--- config.mk ---
export PLATFORM = sky130hd
export DESIGN_NAME = rr_arbiter
export DESIGN_NICKNAME = d
export VERILOG_FILES = /design/src/rtl/rr_arbiter_pkg.sv /design/src/rtl/rr_arbiter_one_hot_encoder.sv /design/src/rtl/rr_arbiter.sv
export SDC_FILE = /design/constraint.sdc
export NUM_CORES = 1
export LEC_CHECK = 0
export BUFFER_PORTS_ARGS = -buffer_cell sky130_fd_sc_hd__buf_2
export CAP_MARGIN = 20
export CORE_ASPECT_RATIO = 0.6
export CORE_MARGIN = 5
export CORE_UTILIZATION = 59
export CTS_CLUSTER_DIAMETER = 80
export CTS_CLUSTER_SIZE = 25
export DETAILED_ROUTE_END_ITERATION = 12
export MAX_ROUTING_LAYER = met4
export PLACE_DENSITY = 0.8
export SKIP_LAST_GASP = 1
export SLEW_MARGIN = 20
export SYNTH_ARGS = -nofsm -noshare
export SYNTH_HDL_FRONTEND = slang
export SYNTH_SLANG_ARGS = --single-unit
--- constraint.sdc ---
create_clock -name i_clk -period 2.7 [get_ports i_clk]
set_clock_uncertainty 0.1 [all_clocks]
set_input_delay 0.54 -clock i_clk [delete_from_list [all_inputs] [get_ports i_clk]]
set_output_delay 0.54 -clock i_clk [all_outputs]
set_load 0.02 [all_outputs]
--- src/rtl/rr_arbiter_pkg.sv ---
// rr_arbiter_pkg
//   Shared types for the round-robin arbiter.
//   rr_state_e : arbiter FSM state encoding (2-bit)
package rr_arbiter_pkg;

  typedef enum logic [1:0] {
    ST_IDLE  = 2'd0,
    ST_GRANT = 2'd1
  } rr_state_e;

endpackage

--- src/rtl/rr_arbiter_one_hot_encoder.sv ---
// rr_arbiter_one_hot_encoder
//   Maps a binary index to a one-hot vector, or all-zero when disabled.
//   data_i    : binary index
//   en_i      : when low the output is all-zero
//   one_hot_o : 2**DATA_WIDTH wide one-hot (or zero) vector
module rr_arbiter_one_hot_encoder #(
  parameter int DATA_WIDTH = 2
) (
  input  logic [DATA_WIDTH-1:0]    data_i,
  input  logic                     en_i,
  output logic [2**DATA_WIDTH-1:0] one_hot_o
);

  always_comb begin
    one_hot_o = '0;
    if (en_i) begin
      one_hot_o[data_i] = 1'b1;
    end
  end

endmodule

--- src/rtl/rr_arbiter.sv ---
// rr_arbiter
//   Round-robin arbiter over N = 2**SEL_WIDTH requesters with an optional
//   hold-time limit (MAX_HOLD, 0 disables it).
//   i_clk         : clock, rising edge
//   i_reset       : synchronous active-high reset
//   i_req         : per-requester request levels
//   o_grant       : one-hot grant, zero when idle
//   o_grant_idx   : index of current holder (qualify with o_grant_valid)
//   o_grant_valid : a grant is active
//   o_preempt     : one-cycle pulse when the holder is rotated out by the limit
//
//   state    | meaning
//   ST_IDLE  | no grant outstanding, waiting for any request
//   ST_GRANT | cur_idx holds the resource
module rr_arbiter
  import rr_arbiter_pkg::*;
#(
  parameter int SEL_WIDTH = 2,
  parameter int MAX_HOLD  = 16,
  parameter int CNT_WIDTH = 8,
  localparam int N = 1 << SEL_WIDTH
) (
  input  logic                 i_clk,
  input  logic                 i_reset,
  input  logic [N-1:0]         i_req,
  output logic [N-1:0]         o_grant,
  output logic [SEL_WIDTH-1:0] o_grant_idx,
  output logic                 o_grant_valid,
  output logic                 o_preempt
);

  // Value of hold_cnt on the holder's last permitted cycle.
  localparam logic [CNT_WIDTH-1:0] HOLD_LAST = CNT_WIDTH'(MAX_HOLD - 1);

  rr_state_e            state_q, state_d;
  logic [SEL_WIDTH-1:0] cur_idx_q, cur_idx_d;
  logic [SEL_WIDTH-1:0] last_idx_q, last_idx_d;
  logic [CNT_WIDTH-1:0] hold_cnt_q, hold_cnt_d;
  logic                 valid_q, valid_d;
  logic                 preempt_q, preempt_d;

  logic [N-1:0]         others;
  logic                 timeout;

  // First set bit of mask scanning upward from base+1 with wrap-around.
  // The index sum wraps naturally in SEL_WIDTH bits, which does the
  // rotate / find / un-rotate in one pass.
  function automatic logic [SEL_WIDTH-1:0] pick(input logic [N-1:0] mask,
                                                input logic [SEL_WIDTH-1:0] base);
    logic [SEL_WIDTH-1:0] idx;
    logic                 found;
    pick  = base;
    found = 1'b0;
    for (int i = 1; i <= N; i++) begin
      idx = base + SEL_WIDTH'(i);
      if (!found && mask[idx]) begin
        pick  = idx;
        found = 1'b1;
      end
    end
  endfunction

  assign others  = i_req & ~(N'(1) << cur_idx_q);
  assign timeout = (MAX_HOLD != 0) && (hold_cnt_q == HOLD_LAST);

  always_comb begin
    state_d    = state_q;
    cur_idx_d  = cur_idx_q;
    last_idx_d = last_idx_q;
    hold_cnt_d = hold_cnt_q;
    valid_d    = valid_q;
    preempt_d  = 1'b0;
    case (state_q)
      ST_IDLE: begin
        if (|i_req) begin
          cur_idx_d  = pick(i_req, last_idx_q);
          hold_cnt_d = '0;
          valid_d    = 1'b1;
          state_d    = ST_GRANT;
        end
      end
      ST_GRANT: begin
        if (!i_req[cur_idx_q]) begin
          last_idx_d = cur_idx_q;
          hold_cnt_d = '0;
          if (|i_req) begin
            // Hand over on the same edge, no idle bubble.
            cur_idx_d = pick(i_req, cur_idx_q);
          end else begin
            valid_d = 1'b0;
            state_d = ST_IDLE;
          end
        end else if (timeout && (|others)) begin
          cur_idx_d  = pick(others, cur_idx_q);
          hold_cnt_d = '0;
          preempt_d  = 1'b1;
        end else if (hold_cnt_q != {CNT_WIDTH{1'b1}}) begin
          // A lone holder past the limit keeps counting up to saturation.
          hold_cnt_d = hold_cnt_q + CNT_WIDTH'(1);
        end
      end
      default: begin
        state_d = ST_IDLE;
        valid_d = 1'b0;
      end
    endcase
  end

  always_ff @(posedge i_clk) begin
    if (i_reset) begin
      state_q    <= ST_IDLE;
      cur_idx_q  <= '0;
      last_idx_q <= SEL_WIDTH'(N - 1);
      hold_cnt_q <= '0;
      valid_q    <= 1'b0;
      preempt_q  <= 1'b0;
    end else begin
      state_q    <= state_d;
      cur_idx_q  <= cur_idx_d;
      last_idx_q <= last_idx_d;
      hold_cnt_q <= hold_cnt_d;
      valid_q    <= valid_d;
      preempt_q  <= preempt_d;
    end
  end

  rr_arbiter_one_hot_encoder #(
    .DATA_WIDTH(SEL_WIDTH)
  ) u_one_hot_encoder (
    .data_i   (cur_idx_q),
    .en_i     (valid_q),
    .one_hot_o(o_grant)
  );

  assign o_grant_idx   = cur_idx_q;
  assign o_grant_valid = valid_q;
  assign o_preempt     = preempt_q;

endmodule
==> flow_metrics.py, run 1 <==
metrics = {
    "critical_path": {
        "cp_top_family": "compound AO/OA/AOI/OAI gates",
        "cp_slowest_cell": "ha_1",
        "critPathKind": "flop to flop",
        "crit_start": "o_grant_idx[0]",
        "end_kind": "flop",
        "r2r-end": "o_grant_idx[1]",
        "rr_startpoint": "o_grant_idx[0]",
        "crit_fanout": 9,
        "crit_buf_inv": 3,
        "ff2ff_setup_slack_ns": 0.13,
        "slowest_delay_ns": 0.52,
        "crit_chain": "clkinv_1 > ha_1 > buf_4 > inv_1 > o211ai_1 > a21boi_0 > or2_2 > a221oi_1 > o31a_1",
        "crit_arrival_ns": 2.66,
        "worst-r2r-cell-count": 9,
        "worstPathRequired_ns": 2.79,
        "cp-start-kind": "flop",
    },
    "timing": {
        "hold_viol_final": 0,
        "period_minus_slack_ns": 2.57,
        "finalCritPeriodShare_pct": 95.3,
        "setup_viol": 0,
        "tightest_slew_ns": 0.541,
        "rsz0062_at_grt": "false",
        "tns_ns": 0,
        "max-slew-margin-rel_pct": 63.5,
        "slew_violations": 0,
        "fmax_mhz": 389,
    },
    "run_status": {
        "run_status": "completed",
    },
    "power_and_ir_drop": {
        "peakVddDrop_v": 0.000410,
        "power_uw": 1360,
        "power_density_mw_per_mm2": 859,
        "p_leak_uw": 0.000623,
    },
    "cts": {
        "cts_tree": "done",
        "post_cts_resized": 0,
        "post_cts_buffers": 0,
        "cts_root_buffer": "clkbuf_8",
        "cts_sinks": 14,
        "clk_pin_slew_worst_paths_ns": 0.06,
        "cts-hold-fix-buffers": 0,
        "insertion_delay_ns": 0.25,
        "clk_path_buf_depth": 2,
        "htreeDepth": 1,
        "cts-buffers-inserted": 3,
    },
    "synth": {
        "synth_async_sr_flop_share_pct": 0,
        "syn_area_per_cell_um2": 7.76,
        "yosys_warnings": 0,
        "syn-num-nets": 193,
        "synth_edf_count": 0,
        "yosysSeqAreaShare_pct": 19.9,
        "ys_ff_latch": 14,
        "synthesis.area_mm2": 0.00141,
        "syn-instance-count": 181,
        "synth_ff_type": "dfxtp_1",
        "synth_cell_types": 54,
    },
    "layout": {
        "design_area_mm2": 0.00158,
        "fin_nets": 210,
        "layout-drive-gt1-share_pct": 19.4,
        "final_cell_mix": "nor2_1, dfxtp_1, buf_2, buf_4, nand2_1",
        "area_delta_synth_final_pct": 12.6,
        "n_antenna_cell": 0,
        "nFillCells": 190,
    },
    "min_path": {
        "holdPathStages": 2,
        "hold_path.class": "flop to flop",
        "whs_endpoint": "hold_cnt_q[7]",
        "min_from": "hold_cnt_q[7]",
    },
    "global_route": {
        "grt_usage_pct": 26.8,
        "antenna_found_initial": 0,
        "grt_pass1_wl_um": 6840,
        "grt_max_degree": 17,
        "overflow": 0,
        "grt_pass1_vias": 1420,
    },
    "placement": {
        "numPortBuffers": 13,
        "placed_area_mm2": 0.00154,
        "hpwlAfterDp_um": 3070,
        "gp_congestion": 1.03,
    },
    "drt": {
        "drt_wl_total_um": 4040,
        "vias_per_cell": 6.81,
        "wire_per_inst_um": 17.9,
        "vias": 1538,
        "ant_nets": 0,
        "first_pass_iters": 7,
        "drc": 0,
        "first_iter_violations": 207,
    },
    "floorplanning": {
        "dieWidth_um": 73,
        "start_util_pct": 63.5,
        "die_area_mm2": 0.00349,
        "die_y_um": 47.8,
        "num_io_pins": 14,
        "rows": 13,
        "core_mm2": 0.00221,
    },
    "run": {
        "cap_violations": 0,
    },
}
==> worst register-to-register path: cells and delay by family (launching register included) <==
family	cells	cell delay, ns
compound gates	4	0.82
simple gates	1	0.28
buf+inv	3	0.47
flops	1	0.33
fa+ha+maj	1	0.52
==> worst max path at each step <==
stage,end,slack (ns),cells after the start
6_report,o_grant_idx[1],0.13,9
5_1_grt,o_grant_idx[0],0.008,7
4_1_cts,o_grant_idx[0],0.13,8
3_5_place_dp,o_grant_idx[1],0.16,6
3_3_place_gp,o_grant_idx[1],0.15,6
2_1_floorplan,o_grant_idx[0],0.07,8
==> power breakdown <==
group	total [uW]	switching, uW	internal [uW]
logic	913	531	382
registers	278	43.0	235
clock network	168	69.7	98.6
==> cell usage after synthesis, drive strengths merged (2+ instances only) <==
library cell,count,area [um2]
and2,5,31.3
and3,4,25.0
or4,2,15.0
o22ai,5,31.3
nand4,3,18.8
nor4bb,2,20.0
a31oi,3,18.8
or2,2,12.5
a21oi,6,30.0
nor2,14,52.6
a22oi,2,15.0
mux4,2,45.0
o31ai,3,22.5
clkbuf,10,37.5
dfxtp,14,280
nor4b,3,26.3
ha,6,75.1
a21boi,2,15.0
nor4,6,43.8
xor2,4,35.0
inv,8,30.0
o21ai,6,30.0
o211ai,4,43.8
nand2b,4,25.0
buf,3,21.3
nand3,5,25.0
a221oi,2,17.5
nor2b,6,37.5
mux2i,7,70.1
nand2,11,48.8
nor3,9,45.0
==> area by class of cell <==
type	count	area (um2)	share of cell area, %
Tap cell	30	37.5	2.37
Inverter	9	33.8	2.13
Clock buffer	3	41.3	2.61
Timing Repair Buffer	25	155	9.80
Sequential cell	14	280	17.7
Multi-Input combinational cell	145	1030	65.4
==> cell families (layout without fill, tap and decap cells) <==
| logic type | Yosys count | count (layout) | share of synthesized area (%) |
|---|---|---|---|
| simple gates | 79 | 79 | 32.1 |
| buf+inv | 22 | 37 | 6.59 |
| flops | 14 | 14 | 19.9 |
| xor+xnor | 4 | 4 | 2.49 |
| compound gates | 46 | 46 | 24.5 |
| fa+ha+maj | 6 | 6 | 5.34 |
| mux | 10 | 10 | 8.99 |
==> stage by stage <==
step | utilization [%] | hold WS [ns] | cells | worst slack (ns)
2_1_floorplan | - | 0.365 | 181 | 0.0694
3_3_place_gp | 69.6 | 0.383 | 223 | 0.153
3_5_place_dp | 69.6 | 0.400 | 223 | 0.155
4_1_cts | 71.4 | 0.409 | 226 | 0.131
5_1_grt | 71.5 | 0.446 | 226 | 0.00826
6_report | 71.5 | 0.411 | 226 | 0.128
==> state kept, by name, indices dropped and copies added, names as in the netlist <==
| signal | flops |
|---|---|
| o_preempt | 1 |
| last_idx_q | 2 |
| o_grant_valid | 1 |
| hold_cnt_q | 8 |
| o_grant_idx | 2 |
==> routing by layer <==
metal  global-route usage [%]  vias up  wire length (um)
li1                         -      716                 -
met1                     37.0      701              1860
met2                     39.8      110              1620
met3                     7.34       11               500
met4                     3.68        0                55
met5                        -        -                 0
Note: power is estimated with default switching activity, not from simulation.
==> inputs of run 2 (changes only) <==
--- a/config.mk
+++ b/config.mk
@@ -10,10 +10,10 @@
 export CORE_ASPECT_RATIO = 0.6
 export CORE_MARGIN = 5
-export CORE_UTILIZATION = 59
+export CORE_UTILIZATION = 57
 export CTS_CLUSTER_DIAMETER = 80
 export CTS_CLUSTER_SIZE = 25
 export DETAILED_ROUTE_END_ITERATION = 12
 export MAX_ROUTING_LAYER = met4
-export PLACE_DENSITY = 0.8
+export PLACE_DENSITY = 0.77
 export SKIP_LAST_GASP = 1
 export SLEW_MARGIN = 20
--- a/constraint.sdc
+++ b/constraint.sdc
@@ -3,3 +3,3 @@
 set_input_delay 0.54 -clock i_clk [delete_from_list [all_inputs] [get_ports i_clk]]
 set_output_delay 0.54 -clock i_clk [all_outputs]
-set_load 0.02 [all_outputs]
+set_load 0.005 [all_outputs]
==> run 2 against run 1 <==
Against the previous run: global-route usage is 2.4 points lower; non-clock buffer count is 2 higher; wire length is 0.67% higher; core utilization is 0.28 points higher; critical endpoint is now o_grant_idx[0]; largest power group unchanged; highest routed layer unchanged.
==> flow_metrics.py, run 2 (synthesis gave the netlist of run 1 again) <==
metrics = {
    "critical_path": {
        "worst-r2r-cell-count": 8,
        "critPathKind": "flop to flop",
        "cp-start-kind": "flop",
        "worstPathRequired_ns": 2.73,
        "rr_startpoint": "o_grant_idx[0]",
        "end_kind": "flop",
        "r2r-end": "o_grant_idx[0]",
        "crit_arrival_ns": 2.56,
        "ff2ff_setup_slack_ns": 0.17,
        "crit_fanout": 4,
    },
    "placement": {
        "placed_area_mm2": 0.00157,
        "hpwlAfterDp_um": 3030,
        "numPortBuffers": 13,
        "gp_congestion": 1.01,
    },
    "layout": {
        "final_cell_mix": "nor2_1, dfxtp_1, buf_2, buf_4, nand2_1",
        "fin_nets": 212,
        "layout-drive-gt1-share_pct": 22.2,
        "largest_reg_flops": 8,
        "area_delta_synth_final_pct": 15.6,
        "regMostFlops": "hold_cnt_q",
        "design_area_mm2": 0.00162,
        "n_antenna_cell": 0,
        "nFillCells": 174,
    },
    "global_route": {
        "grt_usage_pct": 24.3,
        "overflow": 0,
        "grt_max_degree": 27,
        "antenna_found_initial": 0,
        "grt_pass1_wl_um": 6870,
        "grt_pass1_vias": 1416,
    },
    "cts": {
        "cts_tree": "done",
        "cts_sinks": 14,
        "cts_root_buffer": "clkbuf_8",
        "clk_path_buf_depth": 2,
        "clk_pin_slew_worst_paths_ns": 0.06,
        "cts-buffers-inserted": 3,
        "cts-hold-fix-buffers": 0,
        "post_cts_resized": 0,
        "post_cts_buffers": 0,
        "insertion_delay_ns": 0.24,
        "htreeDepth": 1,
    },
    "min_path": {
        "whs_endpoint": "hold_cnt_q[7]",
        "holdPathStages": 2,
        "hold_path.class": "flop to flop",
        "min_from": "hold_cnt_q[7]",
    },
    "timing": {
        "hold_viol_final": 0,
        "tightest_slew_ns": 0.480,
        "max-slew-margin-rel_pct": 67.8,
        "rsz0062_at_grt": "false",
        "period_minus_slack_ns": 2.53,
        "tns_ns": 0,
        "setup_viol": 0,
        "finalCritPeriodShare_pct": 93.7,
        "fmax_mhz": 395,
        "slew_violations": 0,
    },
    "floorplanning": {
        "core_mm2": 0.00226,
        "die_area_mm2": 0.00359,
        "dieWidth_um": 74.1,
        "rows": 13,
        "start_util_pct": 62.1,
        "num_io_pins": 14,
        "die_y_um": 48.5,
    },
    "drt": {
        "drc": 0,
        "first_iter_violations": 306,
        "ant_nets": 0,
        "drt_wl_total_um": 4070,
        "wire_per_inst_um": 17.8,
        "vias_per_cell": 6.86,
        "vias": 1564,
        "first_pass_iters": 6,
    },
    "run_status": {
        "run_status": "completed",
    },
    "power_and_ir_drop": {
        "power_density_mw_per_mm2": 844,
        "peakVddDrop_v": 0.000533,
        "p_leak_uw": 0.000642,
    },
    "run": {
        "cap_violations": 0,
    },
}
-- run 2: worst max-delay path by stage --
stage / startpoint / endpoint / slack (ns) / cells past startpoint
floorplan: o_grant_idx[0] / o_grant_idx[0] / 0.22 / 8
detailed placement: i_req[2] / hold_cnt_q[5] / 0.11 / 8
CTS: o_grant_idx[1] / o_grant_idx[0] / 0.12 / 8
global placement: o_grant_idx[0] / o_grant_idx[0] / 0.14 / 8
global route: o_grant_idx[1] / hold_cnt_q[5] / 0.01 / 8
finish: o_grant_idx[0] / o_grant_idx[0] / 0.17 / 8
-- run 2: routing by layer --
metal	vias to the layer above	GRT usage [%]	part of all wire (%)
li1	725	-	-
met5	-	-	0
met4	0	3.92	1.1
met1	727	37.1	44
met2	104	31.5	42
met3	8	7.00	13
-- run 2: metrics by stage --
step	hold slack [ns]	std cells	worst slack (ns)	utilization, %	total power [uW]
6_report	0.413	228	0.169	71.8	1370
5_1_grt	0.439	228	0.0130	71.8	1470
4_1_cts	0.409	228	0.122	71.1	1330
3_5_place_dp	0.398	225	0.112	69.3	1160
3_3_place_gp	0.393	225	0.137	69.3	1140
2_1_floorplan	0.365	181	0.223	-	881
-- run 2: report_power, final --
part | internal, uW | total (uW) | switching, uW
sequential | 235 | 285 | 50.3
clock | 98.3 | 166 | 67.6
combinational | 413 | 920 | 507
total | 746 | 1370 | 624
-- run 2: final cells by class --
class / instances / area [um2] / area share, %
Multi-Input combinational cell: 145 / 1050 / 64.6
Inverter: 9 / 33.8 / 2.08
Tap cell: 30 / 37.5 / 2.31
Clock buffer: 3 / 41.3 / 2.54
Sequential cell: 14 / 280 / 17.3
Timing Repair Buffer: 27 / 183 / 11.2
-- run 2: critical path, stage by stage (launching register included) --
cell     delay [ns]
dfxtp_1        0.38
inv_2          0.08
buf_4          0.16
ha_1           0.34
mux4_2         0.51
or2_2          0.29
mux2i_1        0.14
a21oi_1        0.09
o31ai_1        0.34
==> inputs of run 3 (changes only) <==
MAX_ROUTING_LAYER = unset   (was met4)
==> run 3 against run 2 <==
Against the previous run: power shrank 2.1%; global-route usage decreased by 1.3 points; worst hold slack barely moved; critical path depth unchanged; register-to-register slack about the same.
==> flow_metrics.py, run 3 (synthesis gave the netlist of run 1 again) <==
metrics = {
    "run_status": {
        "run_status": "completed",
    },
    "cts": {
        "htreeDepth": 1,
        "insertion_delay_ns": 0.25,
        "clk_path_buf_depth": 2,
        "cts_sinks": 14,
        "post_cts_buffers": 0,
        "cts-hold-fix-buffers": 0,
        "cts_tree": "done",
        "cts_root_buffer": "clkbuf_8",
        "cts-buffers-inserted": 3,
        "post_cts_resized": 0,
        "clk_pin_slew_worst_paths_ns": 0.06,
    },
    "power_and_ir_drop": {
        "p_int_uw": 733,
        "seq_power_share_pct": 21.7,
        "power_density_mw_per_mm2": 836,
        "p_clk_share_pct": 12.7,
        "peakVddDrop_v": 0.000405,
        "switching_share_pct": 45.3,
        "pwr-share-comb_pct": 65.6,
        "switching_power_uw": 608,
        "p_leak_uw": 0.000632,
    },
    "drt": {
        "vias_per_cell": 6.66,
        "drc": 0,
        "wire_per_inst_um": 17.3,
        "first_pass_iters": 5,
        "vias": 1511,
        "routed.top_layer": "met4",
        "first_iter_violations": 186,
        "met3_length_um": 525,
        "drt-met1-wl_um": 1760,
        "ant_nets": 0,
        "wl_met2_um": 1620,
        "drt_wl_total_um": 3920,
    },
    "critical_path": {
        "r2r-end": "hold_cnt_q[5]",
        "critPathKind": "flop to flop",
        "crit_chain": "buf_12 > ha_1 > nor2b_2 > nor4_2 > o21ai_1 > buf_4 > or4_1 > a21oi_1",
        "worstPathRequired_ns": 2.78,
        "worst-r2r-cell-count": 8,
        "crit_arrival_ns": 2.61,
        "crit_end": "hold_cnt_q[5]",
        "slowest_delay_ns": 0.49,
        "rr_startpoint": "o_grant_idx[0]",
        "cp-start-kind": "flop",
        "end_kind": "flop",
        "ff2ff_setup_slack_ns": 0.17,
        "cp_slowest_cell": "nor4_2",
        "crit_buf_inv": 2,
        "crit_fanout": 26,
        "cp.depth": 8,
        "cp_top_family": "simple AND/OR/NAND/NOR gates",
        "crit_start": "o_grant_idx[0]",
    },
    "layout": {
        "final_cell_mix": "nor2_1, dfxtp_1, buf_2, buf_4, nand2_1",
        "final_common_cell": "nor2_1",
        "layout.cells.non_filler": 227,
        "layout-drive-gt1-share_pct": 20.3,
        "fin_util_pct": 70.9,
        "largest_reg_flops": 8,
        "area_delta_synth_final_pct": 14.2,
        "design_area_mm2": 0.00160,
        "fin_nets": 211,
        "regMostFlops": "hold_cnt_q",
        "n_antenna_cell": 0,
    },
    "timing": {
        "period_minus_slack_ns": 2.53,
        "finalCritPeriodShare_pct": 93.5,
        "setup_viol": 0,
        "max-slew-margin-rel_pct": 67.1,
        "tns_ns": 0,
        "fmax_mhz": 396,
        "tightest_slew_ns": 0.490,
        "rsz0062_at_grt": "false",
        "hold_viol_final": 0,
        "slew_violations": 0,
    },
    "floorplanning": {
        "core_mm2": 0.00226,
        "start_util_pct": 62.1,
        "die_y_um": 48.5,
        "rows": 13,
        "num_io_pins": 14,
        "die_area_mm2": 0.00359,
        "dieWidth_um": 74.1,
    },
    "placement": {
        "numPortBuffers": 13,
        "placed_area_mm2": 0.00156,
        "gp_congestion": 0.957,
        "dp.cells": 224,
        "hpwlAfterDp_um": 3000,
    },
    "run": {
        "cap_violations": 0,
    },
    "global_route": {
        "grt_pass1_wl_um": 6590,
        "antenna_found_initial": 0,
        "overflow": 0,
        "grt_max_degree": 27,
        "grt_usage_pct": 23.0,
        "grt_pass1_vias": 1410,
    },
    "min_path": {
        "hold_path.class": "flop to flop",
    },
}
run 3: area by class of cell:
class / count / area [um2]
multi-input cells: 145 / 1030
clock buffers: 3 / 41.3
fillers: 167 / 657
well taps: 30 / 37.5
flip-flops and latches: 14 / 282
repair buffers: 26 / 175
inverters: 9 / 33.8
run 3: stage by stage:
stage               hold WS, ns  setup slack [ns]  total power [uW]
global placement          0.390             0.167              1130
CTS                       0.408             0.137              1320
floorplan                 0.365             0.223               881
finish                    0.413             0.174              1340
global route              0.453            0.0380              1440
detailed placement        0.397             0.133              1150
run 3: worst min-delay path by stage:
stage | from | to | slack, ns | cells after the start
floorplan | hold_cnt_q[7] | hold_cnt_q[7] | 0.36 | 2
global placement | hold_cnt_q[7] | hold_cnt_q[7] | 0.39 | 2
detailed placement | hold_cnt_q[7] | hold_cnt_q[7] | 0.40 | 2
CTS | hold_cnt_q[7] | hold_cnt_q[7] | 0.41 | 2
global route | hold_cnt_q[7] | hold_cnt_q[7] | 0.45 | 2
finish | hold_cnt_q[7] | hold_cnt_q[7] | 0.41 | 2
run 3: power by group through the flow:
stage | sequential, uW | combinational [uW] | clock [uW]
global placement | 290 | 839 | 0
detailed placement | 292 | 856 | 0
finish | 291 | 880 | 170
global route | 295 | 962 | 182
floorplan | 270 | 611 | 0
CTS | 288 | 862 | 174
run 3: layer usage:
metal / up-vias / GRT usage, %
met3: 4 / 8.23
met4: 0 / 4.52
met2: 98 / 30.7
met1: 686 / 34.7
li1: 723 / -
met5: - / 0
run 3: worst reg2reg max path: stages, from the launching register on:
cell and delay (ns):
dfxtp_1 0.38, buf_12 0.19, ha_1 0.25, nor2b_2 0.11
nor4_2 0.49, o21ai_1 0.14, buf_4 0.17, or4_1 0.49
a21oi_1 0.14
